### config.mk
export PLATFORM = sky130hd
export DESIGN_NAME = rfphoenix_valu_sched
export DESIGN_NICKNAME = d
export VERILOG_FILES = /design/src/rtl/rfphoenix_valu_sched_pkg.sv /design/src/rtl/rfphoenix_valu_sched_rr_arb.sv /design/src/rtl/rfphoenix_valu_sched.sv
export SDC_FILE = /design/constraint.sdc
export NUM_CORES = 1
export LEC_CHECK = 0
export CAP_MARGIN = 10
export CORE_AREA = 2 2 172 174
export DETAILED_ROUTE_END_ITERATION = 12
export DIE_AREA = 0 0 174 176
export PLACE_DENSITY = 0.53
export SLEW_MARGIN = 20
export SYNTH_ARGS = -nofsm -noshare
export SYNTH_HDL_FRONTEND = slang
export SYNTH_SLANG_ARGS = --single-unit
### constraint.sdc
create_clock -name clk -period 2.6 [get_ports clk]
set_input_delay 0.26 -clock clk [delete_from_list [all_inputs] [get_ports clk]]
set_output_delay 0.26 -clock clk [all_outputs]
set_load 0.05 [all_outputs]
### src/rtl/rfphoenix_valu_sched_pkg.sv
// rfphoenix_valu_sched_pkg: shared types and defaults for the vector ALU issue scheduler.
package rfphoenix_valu_sched_pkg;
  localparam int NLANES = 4;
  localparam int LANEW = 32;
  localparam int VALU_NTHREADS = 4;
  localparam int VALU_LAT = 3;
  localparam int TIDW = $clog2(VALU_NTHREADS);
  typedef logic [31:0] Instruction;
  typedef logic [NLANES*LANEW-1:0] VecValue;
  typedef logic [TIDW-1:0] tid_t;
  typedef struct packed {
    logic v;
    tid_t tid;
    logic tt;
  } valu_tag_t;
endpackage

### src/rtl/rfphoenix_valu_sched_rr_arb.sv
// rfphoenix_rr_arb: round-robin pick of the first requester at or after ptr.
module rfphoenix_rr_arb #(
  parameter int N = 4,
  localparam int W = $clog2(N)
) (
  input  logic [N-1:0] req,
  input  logic [W-1:0] ptr,
  output logic [N-1:0] gnt,
  output logic [W-1:0] id,
  output logic         any
);
  logic [W-1:0] idx;
  // Walk the search order backwards so the requester nearest ptr is the last write.
  always_comb begin
    id = '0;
    any = 1'b0;
    idx = '0;
    for (int i = N - 1; i >= 0; i--) begin
      idx = ptr + W'(i);
      if (req[idx]) begin
        id = idx;
        any = 1'b1;
      end
    end
    gnt = {N{any}} & (N'(1) << id);
  end
endmodule

### src/rtl/rfphoenix_valu_sched.sv
// rfphoenix_valu_sched: round-robin issue of per-thread ops to the shared vector ALU,
// with a tag pipe tracking in-flight ops and a one-entry tagged result buffer.
module rfphoenix_valu_sched
  import rfphoenix_valu_sched_pkg::*;
#(
  parameter int NTHREADS = VALU_NTHREADS,
  parameter int LAT = VALU_LAT,
  localparam int TW = $clog2(NTHREADS)
) (
  input  logic                                  clk,
  input  logic                                  rst_n,
  input  logic [NTHREADS-1:0]                   req_valid,
  output logic [NTHREADS-1:0]                   req_ready,
  input  logic [NTHREADS*$bits(Instruction)-1:0] req_ir,
  input  logic [NTHREADS-1:0]                   req_tt,
  input  logic [NTHREADS-1:0]                   flush,
  output logic                                  issue_valid,
  output logic [TW-1:0]                         issue_tid,
  output logic [$bits(Instruction)-1:0]         issue_ir,
  output logic                                  alu_ce,
  input  logic [$bits(VecValue)-1:0]            alu_o,
  output logic                                  res_valid,
  input  logic                                  res_ready,
  output logic [TW-1:0]                         res_tid,
  output logic                                  res_tt,
  output logic [$bits(VecValue)-1:0]            res_o,
  output logic [NTHREADS-1:0]                   busy
);
  localparam int IW = $bits(Instruction);
  typedef struct packed {
    logic v;
    logic [TW-1:0] tid;
    logic tt;
  } tag_t;
  tag_t pipe [LAT];
  tag_t src [LAT];
  logic stall, grant_any, cap;
  logic [TW-1:0] grant_id, rr_ptr;
  logic [NTHREADS-1:0] elig, drain;
  assign stall = res_valid & ~res_ready & pipe[LAT-1].v;
  assign alu_ce = rst_n & ~stall;
  // A flushing thread may not win in the same cycle it is being killed.
  assign elig = (rst_n & ~stall) ? req_valid & ~busy & ~flush : '0;
  rfphoenix_rr_arb #(.N(NTHREADS)) u_arb (
    .req(elig),
    .ptr(rr_ptr),
    .gnt(req_ready),
    .id(grant_id),
    .any(grant_any)
  );
  assign issue_valid = grant_any;
  assign issue_tid = grant_any ? grant_id : '0;
  assign issue_ir = grant_any ? req_ir[IW*grant_id +: IW] : '0;
  assign cap = alu_ce & pipe[LAT-1].v & ~flush[pipe[LAT-1].tid];
  assign drain = {NTHREADS{res_valid & res_ready}} & (NTHREADS'(1) << res_tid);
  // Next tag-pipe contents: shift on alu_ce, then kill any entry of a flushed thread.
  always_comb begin
    src[0] = alu_ce ? {grant_any, grant_id, req_tt[grant_id]} : pipe[0];
    for (int i = 1; i < LAT; i++) src[i] = alu_ce ? pipe[i-1] : pipe[i];
    for (int i = 0; i < LAT; i++) src[i].v = src[i].v & ~flush[src[i].tid];
  end
  always_ff @(posedge clk or negedge rst_n) begin
    if (!rst_n) begin
      pipe <= '{default: '0};
      rr_ptr <= '0;
      busy <= '0;
      res_valid <= 1'b0;
      res_tid <= '0;
      res_tt <= 1'b0;
      res_o <= '0;
    end else begin
      for (int i = 0; i < LAT; i++) pipe[i] <= src[i];
      if (grant_any) rr_ptr <= grant_id + TW'(1);
      busy <= (busy | req_ready) & ~flush & ~drain;
      if (cap) begin
        res_valid <= 1'b1;
        res_tid <= pipe[LAT-1].tid;
        res_tt <= pipe[LAT-1].tt;
        res_o <= alu_o;
      end else if (res_ready | flush[res_tid]) begin
        res_valid <= 1'b0;
      end
    end
  end
endmodule

==> flow_metrics.env, run 1 <==
export IMPL_status="finished with violations"
export IMPL_violations="negative setup slack"
export IMPL_max_stage_delay_ps=420
export IMPL_max_freq_mhz=348
export IMPL_worst_slew_margin_rel=0.445
export IMPL_synth_area_leaders="dfrtp_1 54%, mux2_2 21%, mux2i_1 10%"
export IMPL_antenna_found_initial=3
export IMPL_rows=62
export IMPL_synth_top_family_by_area="multiplexers"
export IMPL_drive_gt1_frac=0.378
export IMPL_maxCapViolations=0
export IMPL_area_growth_pct=109
export IMPL_yosysUniqueCellTypes=47
export IMPL_drt_wl_total_um=29100
export IMPL_utilization=0.507
export IMPL_clk_pin_slew_ps=70
export IMPL_vdd_drop_max_uv=476
export IMPL_yosysTopAreaCell="dfrtp_1"
export IMPL_finalClockSkew_ps=10.3
export IMPL_critPathTopFamily="buffers and inverters"
export IMPL_cts_sinks=150
export IMPL_clk_latency_ps=420
export IMPL_async_flop_share=1.00
export IMPL_dieArea_mm2=0.0306
export IMPL_ys_flop_type="dfrtp_1"
export IMPL_synth_edf_count=0
export IMPL_numPortBuffers=446
export IMPL_grt_usage=0.190
export IMPL_hold_path_class="input pin to async pin"
export IMPL_synthesis_area_mm2=0.00692
export IMPL_syn_inst=506
export IMPL_synthAdderAreaFrac=0
export IMPL_critPathMaxFanout=24
export IMPL_hpwl_um=23900
export IMPL_wl_per_cell_um=20.5
export IMPL_cts_root_buf="clkbuf_16"
export IMPL_fillers=2569
export IMPL_grt_first_pass_wirelength_um=42800
export IMPL_leakage_nw=5.89
export IMPL_worstPathArrival_ps=2610
export IMPL_drt_iter0_drc=154
export IMPL_ys_warn_count=0
export IMPL_crit_slowest_cell="or3b_4"
export IMPL_netlist_area_leader_share=0.542
export IMPL_synth_xor_area_frac=0
export IMPL_slew_viol_final=0
export IMPL_dp_cells=1375
export IMPL_postRouteAntennaNets=0
export IMPL_finalSetupViolCount=35
export IMPL_cts_buffers=17
export IMPL_critPathKind="flip-flop to output pin"
export IMPL_syn_nets=777
export IMPL_synth_compound_area_frac=0.0618
export IMPL_path_buf_inv=4
export IMPL_vias_per_cell=4.37
export IMPL_finalHoldViolCount=0
export IMPL_fin_crit_ps=2870
export IMPL_overflow=0
export IMPL_period_share=1.10
export IMPL_grt_pass1_vias=6701
export IMPL_die_h_um=176
export IMPL_die_w_um=174
export IMPL_postSynthAreaPerCell_um2=13.7
export IMPL_endpoint_kind="output pin"
export IMPL_num_io_pins=447
export IMPL_place_area_mm2=0.0133
export IMPL_synth_mux_area_frac=0.324
export IMPL_area_sequential_mm2=0.00375
export IMPL_final_area_mm2=0.0145
export IMPL_ys_seq_area_frac=0.542
export IMPL_worstSetupStartpointType="flip-flop"
export IMPL_synth_simple_gate_area_frac=0.0392
export IMPL_gp_congestion=0.794
export IMPL_grt_max_degree=65
export IMPL_drc_errors=0
export IMPL_vias=6202
export IMPL_clockBufferDepth=2
export IMPL_ys_ff_latch=150
export IMPL_p_per_area_mw_per_mm2=1050
export IMPL_coreArea_mm2=0.0285
export IMPL_multi_input_area_mm2=0.00376
export IMPL_path_cells="or3b_4, a21oi_2, nor3_2, o21ai_2, clkinv_4, buf_16, buf_4, mux2i_2, o22ai_4, buf_12"
export IMPL_cts_tree="yes"
export IMPL_finalWorstSetupSlack_ps=-271
export IMPL_drt_pass1_iterations=4
export IMPL_rsz0062_at_grt="yes"
export IMPL_initial_core_util=0.242
export IMPL_stdcell_count=1420
export IMPL_nNetsFinal=1293
export IMPL_hold_slack_ps=222
export IMPL_cp_required_ps=2340
export IMPL_worstMarginPinSlew_ps=833
export IMPL_htreeDepth=4
[cells by family (layout without fill, tap and decap cells)]
kind of cell           after synthesis  after routing
buffers and inverters               39            568
other                                0              1
flip-flops                         150            150
AO/OA/AOI/OAI                       61             61
multiplexers                       205            205
AND/OR/NAND/NOR                     51             51
[sequential cells by signal, summed over array words and instances, names as in the netlist]
register / count
busy: 4
res_tt: 1
res_o: 128
rr_ptr: 2
res_valid: 1
res_tid: 2
pipe: 12
[where the power goes]
group          leakage [nW]  switching (mW)  internal, mW
Sequential             1.93           0.504          3.32
Clock                 0.310           0.977          1.66
Combinational          3.65            5.20          3.49
Total                  5.89            6.68          8.47
[per-stage QoR]
stage	setup WS (ps)	setup TNS [ps]	power [mW]
after floorplan	-129	-3800	8.97
after global placement	-367	-8580	12.4
after detailed placement	-366	-9140	12.4
after CTS	-308	-9070	15.3
after global routing	-419	-12730	15.8
final	-271	-7730	15.1
[per-layer routing]
layer / global-route usage / routed length [um] / vias up
met1: 0.192 / 9990 / 2959
met3: 0.0661 / 2500 / 30
met4: 0.0564 / 636 / 0
met2: 0.365 / 15900 / 302
li1: - / - / 2911
met5: 0 / 0 / -
[final timing paths]
check / startpoint / to / slack [ps] / depth (start not counted)
setup / recovery: busy[0] / issue_ir[4] / -270 / 10
hold / removal: rst_n / pipe[8] / 220 / 2
setup reg to reg: busy[3] / pipe[8] / 160 / 8
hold reg to reg: pipe[0] / pipe[0] / 470 / 2
max in group asynchronous: rst_n / res_o[68] / 920 / 4
min in group clk: alu_o[45] / res_o[45] / 450 / 2
[cell usage after synthesis (3+ instances only)]
library cell	number
buf_2	10
buf_4	14
clkbuf_1	3
dfrtp_1	150
inv_1	6
inv_2	3
mux2_2	131
mux2i_1	71
nand2_1	23
nor2_1	10
o21a_1	4
o21ai_0	3
o22ai_1	32
o31ai_1	3
[worst reg2reg max path, stage by stage, from the launching register on]
cell,delay [ps]
dfrtp_1,400
buf_4,160
and4bb_2,330
o311ai_1,100
a221o_4,410
buf_4,160
buf_4,130
mux2_1,300
a221o_1,310
[layout by cell type (no fill, tap or decap), types with 3 or more instances in the layout]
master,n
clkinv_4,3
nor2_1,8
mux2_2,131
inv_1,5
mux2i_4,17
nor2_4,3
mux2i_1,23
clkinv_2,4
clkbuf_16,18
bufinv_16,4
o22ai_4,30
o21a_1,4
clkdlybuf4s50_1,405
o21ai_0,3
buf_6,4
nand2_1,22
mux2i_2,31
buf_4,54
buf_12,59
dfrtp_1,150
[final cells by class]
| class | instances | area share |
|---|---|---|
| clock inverters | 12 | 0.0120 |
| well taps | 384 | 0.0332 |
| inverters | 9 | 0.00329 |
| diodes | 1 | 0.000173 |
| multi-input cells | 317 | 0.260 |
| clock buffers | 20 | 0.0316 |
| flip-flops and latches | 150 | 0.259 |
| repair buffers | 527 | 0.400 |
[what timing repair did]
item | in CTS | in global routing
resized for setup | 70 | 14
setup endpoints to repair | 37 | 37
hold buffers | 1 | 0
setup buffers | 9 | 1
cloned | 1 | 1
hold endpoints to repair | 34 | 0
pin swaps | 5 | 3
Note: power is estimated with default switching activity, not from simulation.
==> run 2, diff against run 1 <==
--- a/config.mk
+++ b/config.mk
@@ -5,7 +5,6 @@
 export SDC_FILE = /design/constraint.sdc
 export NUM_CORES = 1
 export LEC_CHECK = 0
-export CAP_MARGIN = 10
 export CORE_AREA = 2 2 172 174
 export DETAILED_ROUTE_END_ITERATION = 12
 export DIE_AREA = 0 0 174 176
==> results of run 2 <==
The final DEF is identical to that of run 1; final timing and power are the same.
==> run 3, diff against run 2 <==
--- a/config.mk
+++ b/config.mk
@@ -5,9 +5,9 @@
 export SDC_FILE = /design/constraint.sdc
 export NUM_CORES = 1
 export LEC_CHECK = 0
-export CORE_AREA = 2 2 172 174
+export CORE_AREA = 3 3 173 175
 export DETAILED_ROUTE_END_ITERATION = 12
-export DIE_AREA = 0 0 174 176
+export DIE_AREA = 0 0 176 178
 export PLACE_DENSITY = 0.53
 export SLEW_MARGIN = 20
 export SYNTH_ARGS = -nofsm -noshare
==> run 3 against run 2 <==
The flow still finishes with violations (negative setup slack). Maximum frequency up 0.59%. Clock power decreased by 3%. Critical path depth unchanged. Sequential share of layout area hardly changed. Final area about the same. Combinational power about the same. Total power down 0.45%. Clock skew shrank 1.4 ps. Register-to-register slack improved by 50 ps. Core utilization shrank 0.17 points. Non-clock buffer count down 8.
==> flow_metrics.env, run 3 (synthesized netlist as in run 1, its figures left out) <==
export IMPL_status="finished with violations"
export IMPL_violations="negative setup slack"
export IMPL_rsz0062_at_grt="yes"
export IMPL_antenna_found_initial=2
export IMPL_largest_reg_flops=128
export IMPL_leakage_nw=5.84
export IMPL_comb_power_share=0.576
export IMPL_cp_required_ps=2340
export IMPL_drive_gt1_frac=0.382
export IMPL_cts_tree="yes"
export IMPL_initial_core_util=0.242
export IMPL_drt_iter0_drc=217
export IMPL_crit_slowest_cell="dfrtp_1"
export IMPL_vdd_drop_max_uv=489
export IMPL_max_stage_delay_ps=410
export IMPL_die_h_um=178
export IMPL_grt_max_degree=150
export IMPL_clk_pin_slew_ps=60
export IMPL_worstSetupStartpointType="flip-flop"
export IMPL_postRouteAntennaNets=0
export IMPL_finalPower_mw=15.1
export IMPL_path_cells="or3b_4, a21oi_2, nor3_2, o21ai_2, clkinv_4, buf_4, buf_16, mux2i_4, o22ai_4, buf_12"
export IMPL_cts_root_buf="clkbuf_16"
export IMPL_worstMarginPinSlew_ps=874
export IMPL_clockBufferDepth=2
export IMPL_top_register="res_o"
export IMPL_period_share=1.10
export IMPL_largestRegisters="res_o (128), pipe (12), busy (4)"
export IMPL_p_per_area_mw_per_mm2=1040
export IMPL_htreeDepth=4
export IMPL_overflow=0
export IMPL_num_io_pins=447
export IMPL_drc_errors=0
export IMPL_vias_per_cell=4.41
export IMPL_grt_usage=0.172
export IMPL_numPortBuffers=446
export IMPL_critPathMaxFanout=6
export IMPL_critPathKind="flip-flop to output pin"
export IMPL_endpoint_kind="output pin"
export IMPL_area_sequential_mm2=0.00375
export IMPL_maxCapViolations=0
export IMPL_pwr_share_clk=0.169
export IMPL_fin_setup_tns_ps=-7110
export IMPL_dp_cells=1352
export IMPL_final_cell_mix="405 x clkdlybuf4s50_1, 149 x dfrtp_1, 131 x mux2_2"
export IMPL_finalClockSkew_ps=8.90
export IMPL_final_area_mm2=0.0145
export IMPL_layout_commonest_cell="clkdlybuf4s50_1"
export IMPL_worst_slew_margin_rel=0.417
export IMPL_coreArea_mm2=0.0286
export IMPL_hpwl_um=21300
export IMPL_place_area_mm2=0.0128
export IMPL_grt_pass1_vias=6694
export IMPL_hold_path_class="input pin to async pin"
export IMPL_stdcell_count=1412
export IMPL_seqPwrFrac=0.254
export IMPL_finalSetupViolCount=35
export IMPL_die_w_um=176
export IMPL_drt_pass1_iterations=4
export IMPL_multi_input_area_mm2=0.00389
export IMPL_drt_wl_total_um=28200
export IMPL_max_freq_mhz=350
export IMPL_vias=6230
export IMPL_gp_congestion=0.797
export IMPL_area_growth_pct=109
export IMPL_cts_buffers=17
export IMPL_grt_first_pass_wirelength_um=40600
export IMPL_finalHoldViolCount=0
export IMPL_clk_latency_ps=410
export IMPL_wl_per_cell_um=20.0
export IMPL_finalWorstSetupSlack_ps=-254
export IMPL_p_sw_mw=6.80
export IMPL_nNetsFinal=1285
export IMPL_worstPathArrival_ps=2590
export IMPL_internal_power_mw=8.27
export IMPL_critPathTopFamily="buffers and inverters"
export IMPL_cts_sinks=150
export IMPL_slew_viol_final=0
export IMPL_fin_crit_ps=2850
export IMPL_rows=62
export IMPL_switching_share=0.451
export IMPL_path_buf_inv=4
export IMPL_fillers=2505
export IMPL_dieArea_mm2=0.0313
[run 3: path summary, 6_finish.rpt]
| check | start | end | slack, ps | cells after the start |
|---|---|---|---|---|
| max | busy[0] | issue_ir[15] | -250 | 10 |
| min | rst_n | rr_ptr[0] | 280 | 2 |
| max reg2reg | busy[0] | pipe[8] | 210 | 7 |
| min reg2reg | pipe[4] | pipe[0] | 470 | 2 |
| max in group asynchronous | rst_n | res_o[79] | 1280 | 3 |
| min in group clk | alu_o[110] | res_o[110] | 460 | 2 |
[run 3: per-stage QoR]
stage	util	setup slack, ps	hold WS [ps]
2_1_floorplan	-	-129	-35.6
3_3_place_gp	0.449	-194	59.6
3_5_place_dp	0.449	-200	57.9
4_1_cts	0.498	-270	268
5_1_grt	0.505	-335	269
6_report	0.505	-254	279
[run 3: routing by layer]
layer  GRT usage  wire length [um]  vias up
li1            -                 -     2901
met1       0.180              9930     3004
met2       0.323             15200      293
met3      0.0592              2490       30
met4      0.0574               607        2
met5           0                 9        -
[run 3: final cells by class]
cell class / count / area share
diodes: 2 / 0.000346
clock buffers: 18 / 0.0304
clock inverters: 13 / 0.0112
inverters: 9 / 0.00294
multi-input cells: 317 / 0.269
flip-flops and latches: 150 / 0.260
well taps: 384 / 0.0332
repair buffers: 519 / 0.393
[run 3: timing repair]
item,4_1_cts,5_1_grt
endpoints found under the setup margin,37,38
resized for setup,103,23
hold endpoints to repair,1,0
buffers inserted,13,4
pin swaps,13,10
hold buffers,1,0
gates cloned,8,2
[run 3: power by group through the flow]
stage / sequential (mW) / combinational (mW) / clock [mW]
floorplan: 7.18 / 1.79 / 0
global placement: 3.86 / 8.32 / 0
detailed placement: 3.89 / 8.34 / 0
CTS: 3.85 / 8.71 / 2.65
global route: 3.98 / 8.98 / 2.75
finish: 3.83 / 8.69 / 2.55
